==> src/rtl/icache_fill_ctrl.sv <==
// Instruction-fetch miss controller: cache lookup, single-word refill from the bus, response to core.
// Optional performance counters are compiled in with `define ICACHE_PERF_EN.
module icache_fill_ctrl #(
    parameter int ADDR_W = 32,
    parameter int DATA_W = 32,
    parameter int CNT_W  = 32
) (
    input  logic              clock,
    input  logic              reset,
    input  logic              req_valid,
    output logic              req_ready,
    input  logic [ADDR_W-1:0] req_addr,
    output logic              resp_valid,
    input  logic              resp_ready,
    output logic [DATA_W-1:0] resp_data,
    output logic              resp_err,
    output logic [ADDR_W-1:0] cache_addr,
    input  logic              cache_hit,
    input  logic [DATA_W-1:0] cache_rdata,
    output logic              fill_wen,
    output logic [DATA_W-1:0] fill_data,
    output logic              mem_req_valid,
    input  logic              mem_req_ready,
    output logic [ADDR_W-1:0] mem_addr,
    input  logic              mem_resp_valid,
    input  logic [DATA_W-1:0] mem_resp_data,
    input  logic              mem_resp_err,
`ifdef ICACHE_PERF_EN
    output logic [CNT_W-1:0]  hit_count,
    output logic [CNT_W-1:0]  miss_count,
    output logic [CNT_W-1:0]  err_count,
`endif
    output logic [2:0]        state_dbg
);

    typedef enum logic [2:0] {
        S_IDLE     = 3'd0,
        S_LOOKUP   = 3'd1,
        S_MEM_REQ  = 3'd2,
        S_MEM_WAIT = 3'd3,
        S_FILL     = 3'd4,
        S_RESP     = 3'd5
    } state_t;

    state_t            state;
    logic [ADDR_W-1:0] addr_q;

    assign cache_addr = addr_q;
    assign mem_addr   = {addr_q[ADDR_W-1:2], 2'b00};
    assign state_dbg  = state;

    // Handshakes: a transfer happens on a rising edge where valid && ready; a valid
    // side holds its payload stable until that edge and never drops valid before it.
    always_ff @(posedge clock) begin
        if (reset) begin
            state         <= S_IDLE;
            addr_q        <= '0;
            req_ready     <= 1'b1;
            resp_valid    <= 1'b0;
            resp_data     <= '0;
            resp_err      <= 1'b0;
            fill_wen      <= 1'b0;
            fill_data     <= '0;
            mem_req_valid <= 1'b0;
        end else begin
            fill_wen <= 1'b0;
            case (state)
                S_IDLE: begin
                    if (req_valid && req_ready) begin
                        addr_q    <= req_addr;
                        req_ready <= 1'b0;
                        if (req_addr[1:0] != 2'b00) begin
                            resp_valid <= 1'b1;
                            resp_err   <= 1'b1;
                            resp_data  <= '0;
                            state      <= S_RESP;
                        end else begin
                            state <= S_LOOKUP;
                        end
                    end
                end
                S_LOOKUP: begin
                    if (cache_hit) begin
                        resp_data  <= cache_rdata;
                        resp_err   <= 1'b0;
                        resp_valid <= 1'b1;
                        state      <= S_RESP;
                    end else begin
                        mem_req_valid <= 1'b1;
                        state         <= S_MEM_REQ;
                    end
                end
                S_MEM_REQ: begin
                    if (mem_req_ready) begin
                        mem_req_valid <= 1'b0;
                        state         <= S_MEM_WAIT;
                    end
                end
                S_MEM_WAIT: begin
                    // Bus responses are only looked at here, so a reset abort drops any late one.
                    if (mem_resp_valid) begin
                        if (mem_resp_err) begin
                            resp_err   <= 1'b1;
                            resp_data  <= '0;
                            resp_valid <= 1'b1;
                            state      <= S_RESP;
                        end else begin
                            fill_data <= mem_resp_data;
                            fill_wen  <= 1'b1;
                            state     <= S_FILL;
                        end
                    end
                end
                S_FILL: begin
                    resp_data  <= fill_data;
                    resp_err   <= 1'b0;
                    resp_valid <= 1'b1;
                    state      <= S_RESP;
                end
                S_RESP: begin
                    if (resp_ready) begin
                        resp_valid <= 1'b0;
                        resp_err   <= 1'b0;
                        req_ready  <= 1'b1;
                        state      <= S_IDLE;
                    end
                end
                default: begin
                    resp_valid    <= 1'b0;
                    resp_err      <= 1'b0;
                    mem_req_valid <= 1'b0;
                    req_ready     <= 1'b1;
                    state         <= S_IDLE;
                end
            endcase
        end
    end

`ifdef ICACHE_PERF_EN
    localparam logic [CNT_W-1:0] CNT_ONE = CNT_W'(1);

    logic err_entry;
    assign err_entry = (state == S_IDLE && req_valid && req_ready && req_addr[1:0] != 2'b00) ||
                       (state == S_MEM_WAIT && mem_resp_valid && mem_resp_err);

    // Counters stick at all-ones rather than wrapping.
    always_ff @(posedge clock) begin
        if (reset) begin
            hit_count  <= '0;
            miss_count <= '0;
            err_count  <= '0;
        end else begin
            if (state == S_LOOKUP && cache_hit && hit_count != '1)
                hit_count <= hit_count + CNT_ONE;
            if (state == S_LOOKUP && !cache_hit && miss_count != '1)
                miss_count <= miss_count + CNT_ONE;
            if (err_entry && err_count != '1)
                err_count <= err_count + CNT_ONE;
        end
    end
`endif

endmodule

==> config.mk <==
export PLATFORM = sky130hd
export DESIGN_NAME = icache_fill_ctrl
export DESIGN_NICKNAME = d
export VERILOG_FILES = /design/src/rtl/icache_fill_ctrl.sv
export SDC_FILE = /design/constraint.sdc
export NUM_CORES = 1
export LEC_CHECK = 0
export CAP_MARGIN = 40
export CORE_MARGIN = 8
export CORE_UTILIZATION = 40
export CTS_CLUSTER_SIZE = 14
export DETAILED_ROUTE_END_ITERATION = 6
export PLACE_DENSITY_LB_ADDON = 0.25
export SETUP_SLACK_MARGIN = 0.4
export SKIP_CTS_REPAIR_TIMING = 1
export SYNTH_ARGS = -nofsm -noshare
export SYNTH_HDL_FRONTEND = slang
export SYNTH_SLANG_ARGS = --single-unit
==> constraint.sdc <==
create_clock -name clock -period 4.27 [get_ports clock]
set_clock_uncertainty 0.05 [all_clocks]
set_input_delay 1.0675 -clock clock [delete_from_list [all_inputs] [get_ports clock]]
set_output_delay 1.0675 -clock clock [all_outputs]
set_load 0.05 [all_outputs]
# [Word-level counts from Yosys, hierarchy flattened]
# Index checks and enable logic that the tools add are counted.
[op_classes] n_reduce_logical=14 eq_ne=13 muxes=30 n_bitwise=6
[op_table] cell="$mux W32" n=5
[op_table] cell="$pmux W32 S4" n=1
[op_table] cell="$mux W3" n=6
[op_table] cell="$pmux W3 S6" n=1
[op_table] cell="$ne A2 B2 Y1 const B" n=8
[op_table] cell="$mux W1" n=13
[op_table] cell="$reduce_and A3 Y1" n=3
[op_table] cell="$reduce_or A4 Y1" n=2
[op_table] cell="$reduce_and A7 Y1" n=1
[op_table] cell="$eq A3 B2 Y1 const B" n=2
[op_table] cell="$eq A3 B3 Y1 const B" n=2
[op_table] cell="$not A1 Y1" n=6
[op_table] cell="$pmux W1 S3" n=2
[op_table] cell="$pmux W1 S6" n=1
[op_table] cell="$reduce_and A6 Y1" n=1
[op_table] cell="$pmux W1 S5" n=1
[op_table] cell="$reduce_and A4 Y1" n=1
[op_table] cell="$reduce_bool A4 Y1" n=1
[op_table] cell="$eq A3 B1 Y1 const B" n=1
[op_table] cell="$logic_not A3 Y1" n=1
[op_table] cell="$reduce_or A3 Y1" n=1
[op_table] cell="$reduce_and A2 Y1" n=1
[op_table] cell="$reduce_bool A2 Y1" n=1
[op_table] cell="$logic_and A1 B1 Y1" n=1
[totals] in_bits=104 output_inout_bits=136 wordCells=72 reg_bits=104

# [Longest topological paths before layout]
[logic_depth] ltp_word=4 ltp_mapped=8

# [Worst setup path before layout]
# OpenSTA, ideal clock, no wires.
[synth_path] path_kind="input port to flip-flop" start="input req_valid" end="register resp_data[0]" t_arrival_ps=2073 path_stages=5 required_time_ps=4152 slack_ps=2079 cell_sequence="a211o_1 a21o_1 a31oi_4 buf_6 o2bb2ai_2"
[synth_via] elab_chain_len=3
[synth_lines] element="start, declared" line="10" source="input logic req_valid,"
[synth_lines] element="$logic_and A1 B1 Y1" line="69" source="if (req_valid && req_ready) begin"
[synth_lines] element="$ne A2 B2 Y1 (no source line)"
[synth_lines] element="$reduce_and A6 Y1 (no source line)"
[synth_lines] element="end signal, assigned" line="84" source="resp_data <= cache_rdata;"
[synth_lines] element="end signal, assigned" line="115" source="resp_data <= fill_data;"
[synth_lines] element="end, declared" line="15" source="output logic [DATA_W-1:0] resp_data,"
# Every way passes these cells.
# A chain may end at the register's enable or synchronous reset.

# [Final worst setup path]
[layout_path] start="register state[0], in the netlist state_dbg[0]" end="output state_dbg[0]"
[layout_rtl] element="start, declared" line="45" source="state_t state;"
[layout_rtl] element="start signal, assigned" line="56" source="state <= S_IDLE;"
[layout_rtl] element="start signal, assigned" line="76" source="state <= S_RESP;"
[layout_rtl] element="start signal, assigned" line="78" source="state <= S_LOOKUP;"
[layout_rtl] element="end, declared" line="33" source="output logic [2:0] state_dbg"
# No word-level cell between the ends.

==> metrics.md <==
| Metric | Value |
|---|---|
| Htree depth | 3 |
| Routability cong. | 0.810 |
| Ys flop type | dfxtp_1 |
| Hold Crit Class | reg2reg |
| Fill cells | a little under 1,000 |
| Mapped Area | between 4000 and 5000 µm² |
| Worst reg2reg path depth | 5 |
| Synth top cells by count | nand2_1, dfxtp_1, a21oi_1 |
| WHS Path Cells | 2 |
| Vias in the first global route | roughly 4,400 |
| Post-DP HPWL | 11,400 µm |
| Ys async rst share | 0 |
| Most common cell in the netlist | nand2_1 |
| Synth area leaders | dfxtp_1, nand2_1, o2bb2ai_2 |
| Seq/Total Area, Yosys | 0.465 |
| Synth warn | 0 |
| Tot GR Track Use | 0.196 |
| Pins Over Slew Limit | 0 |
| Highest net fanout along the worst path | 22 |
| Die Height | around 120 µm |
| RSZ-0062 raised after global routing | false |
| Worst path bufs/invs | 1 |
| Synth area leader | dfxtp_1 |
| Critical path data arrival time | approximately 2100 ps |
| First-pass GRT wire length | roughly 23,000 µm |
| Worst path max stage delay | 950 ps |
| Synth Instances | 496 |
| Average wire per standard cell | approximately 18 µm |
| Final min period | 3200 ps |
| Post-synth EDFFs | 0 |
| Post-synthesis to final-layout area growth | 53.5% |
| Synthesized area per cell | 9.02 µm² |
| DRC Markers | 0 |
| Cell family with most CP delay | buffers and inverters |
| Layout cells sized above 1 | 0.0905 |
| CP max stage cell | clkdlybuf4s50_1 |
| Yosys reg bits | around 100 |
| Period utilization | 0.749 |
| DR iter-0 viols | around 270 |
| Clock transition at the registers of the reported paths | ~90 ps |
| Top Ports | 240 |
| Clock Tree Root | clkbuf_8 |
| DIE AREA | 14,800 µm² |
| Share of the synthesized area in the top cell type | 0.465 |
| Max Fclk | roughly 310 MHz |
| Stages on worst setup path | 1 |
| Clock buffer depth | 2 |
| # diodes | 0 |
| Finished Core Util | 0.631 |
| Post-route setup slack | about 1100 ps |
| Post-synth cell types | 39 |
| Pwr/cell area | about 580 nW/µm² |
| Fin. Hold Viols | 0 |
| Worst skew pair latency | between 300 and 400 ps |
| NumNets Final | just under 800 |
| Leakage power | about 2.3 nW |
| I/O Buffers | around 240 |
| Startpoint types | register |
| Number of max-cap violations | 0 |
| R2r setup slk | about 1300 ps |
| Die extent in x | between 100 and 150 µm |
| WP data required | 3150 ps |
| Rows | 38 |
| Worst path cell trace | clkdlybuf4s50_1 |
| Pin count of the biggest net entering global routing | between 70 and 80 |
| WL final | approximately 15,000 µm |
| TritonRoute pass-1 iters | 5 |
| Crit. End Element | primary output |
| Inserted Clock Buffers | 9 |
| Antenna-violating nets left | 0 |
| Worst Max-Slew Pin Slew | 804 ps |
| Worst IR Drop VDD | slightly above 400 µV |
| Worst slack, placed | around 840 ps |
| Initial core utilization | 0.411 |
| TNS Setup | 0 ps |
| Outcome | finished, final reports clean |
| Gr ovfl total | 0 |
| Slew HR | 0.462 |
| Via density | just over 5 |
| Core area | 10,900 µm² |
| Initial antenna violation count | 0 |
| Routed vias | about 4,300 |
| Setup violators final | 0 |
| Clk sinks | between 100 and 150 |
| WS Path Type | reg2out |
| CTS tree | done |
==> sequential cells by signal (all words and copies together) (netlist names) <==
| register | count |
|---|---|
| cache_addr | 32 |
| fill_data | 32 |
| resp_data | 32 |
| state_dbg | 3 |
| fill_wen | 1 |
| mem_req_valid | 1 |
| req_ready | 1 |
| resp_err | 1 |
| resp_valid | 1 |
==> cell families after synthesis <==
| logic type | synth area share |
|---|---|
| compound gates | 0.270 |
| buf+inv | 0.108 |
| flops | 0.465 |
| other cells | 0.000838 |
| simple gates | 0.156 |
==> cell type report <==
type | instances | area [µm²] | area share
clock inverters | 5 | 80.1 | 0.0117
inverters | 2 | 7.51 | 0.00109
repair buffers | 246 | 2470 | 0.359
well taps | 140 | 175 | 0.0255
clock buffers | 11 | 141 | 0.0206
multi-input cells | 317 | 1920 | 0.279
flip-flops and latches | 104 | 2080 | 0.303
==> cells in the final DEF (no fill, tap or decap), types with 3 or more instances in the layout <==
cell type | synthesis | final
nor2b_1 | 5 | 3
a21oi_1 | 68 | 68
clkbuf_8 | 0 | 10
a22oi_1 | 33 | 33
o2bb2ai_2 | 30 | 30
buf_4 | 42 | 7
nor2_1 | 6 | 6
clkdlybuf4s50_1 | 0 | 236
dfxtp_1 | 104 | 104
nor3_1 | 4 | 4
nand3_1 | 3 | 3
nand2_1 | 136 | 136
==> power by group <==
part	switching, W	internal (W)	total, W
clock	0.000327	0.000346	0.000672
sequential	0.000164	0.00112	0.00128
combinational	0.00133	0.000688	0.00202
==> through the flow <==
| step | cell area, µm² | hold WS (ps) | std cells | total power, W |
|---|---|---|---|---|
| global route | 6870 | 436 | 825 | 0.00415 |
| detailed placement | 6650 | 403 | 809 | 0.00333 |
| CTS | 6870 | 416 | 825 | 0.00400 |
| global placement | 6620 | 394 | 808 | 0.00327 |
| floorplan | 4480 | 616 | 497 | 0.00275 |
| finish | 6870 | 413 | 825 | 0.00397 |
==> worst paths after layout <==
kind,start,to
worst max-delay path,state_dbg[0],state_dbg[0]
worst min-delay path,resp_err,resp_err
worst max register to register,state_dbg[0],resp_data[12]
worst min register to register,resp_err,resp_err
==> layer usage <==
metal,part of all wire,track usage,vias up,wire length [µm]
met4,0.018,0.0663,0,279
met3,0.11,0.0801,18,1670
met1,0.39,0.215,2001,5880
li1,-,-,2047,-
met5,0,0,-,0
met2,0.48,0.338,207,7330
No activity file was read; power rests on OpenSTA's default activity.
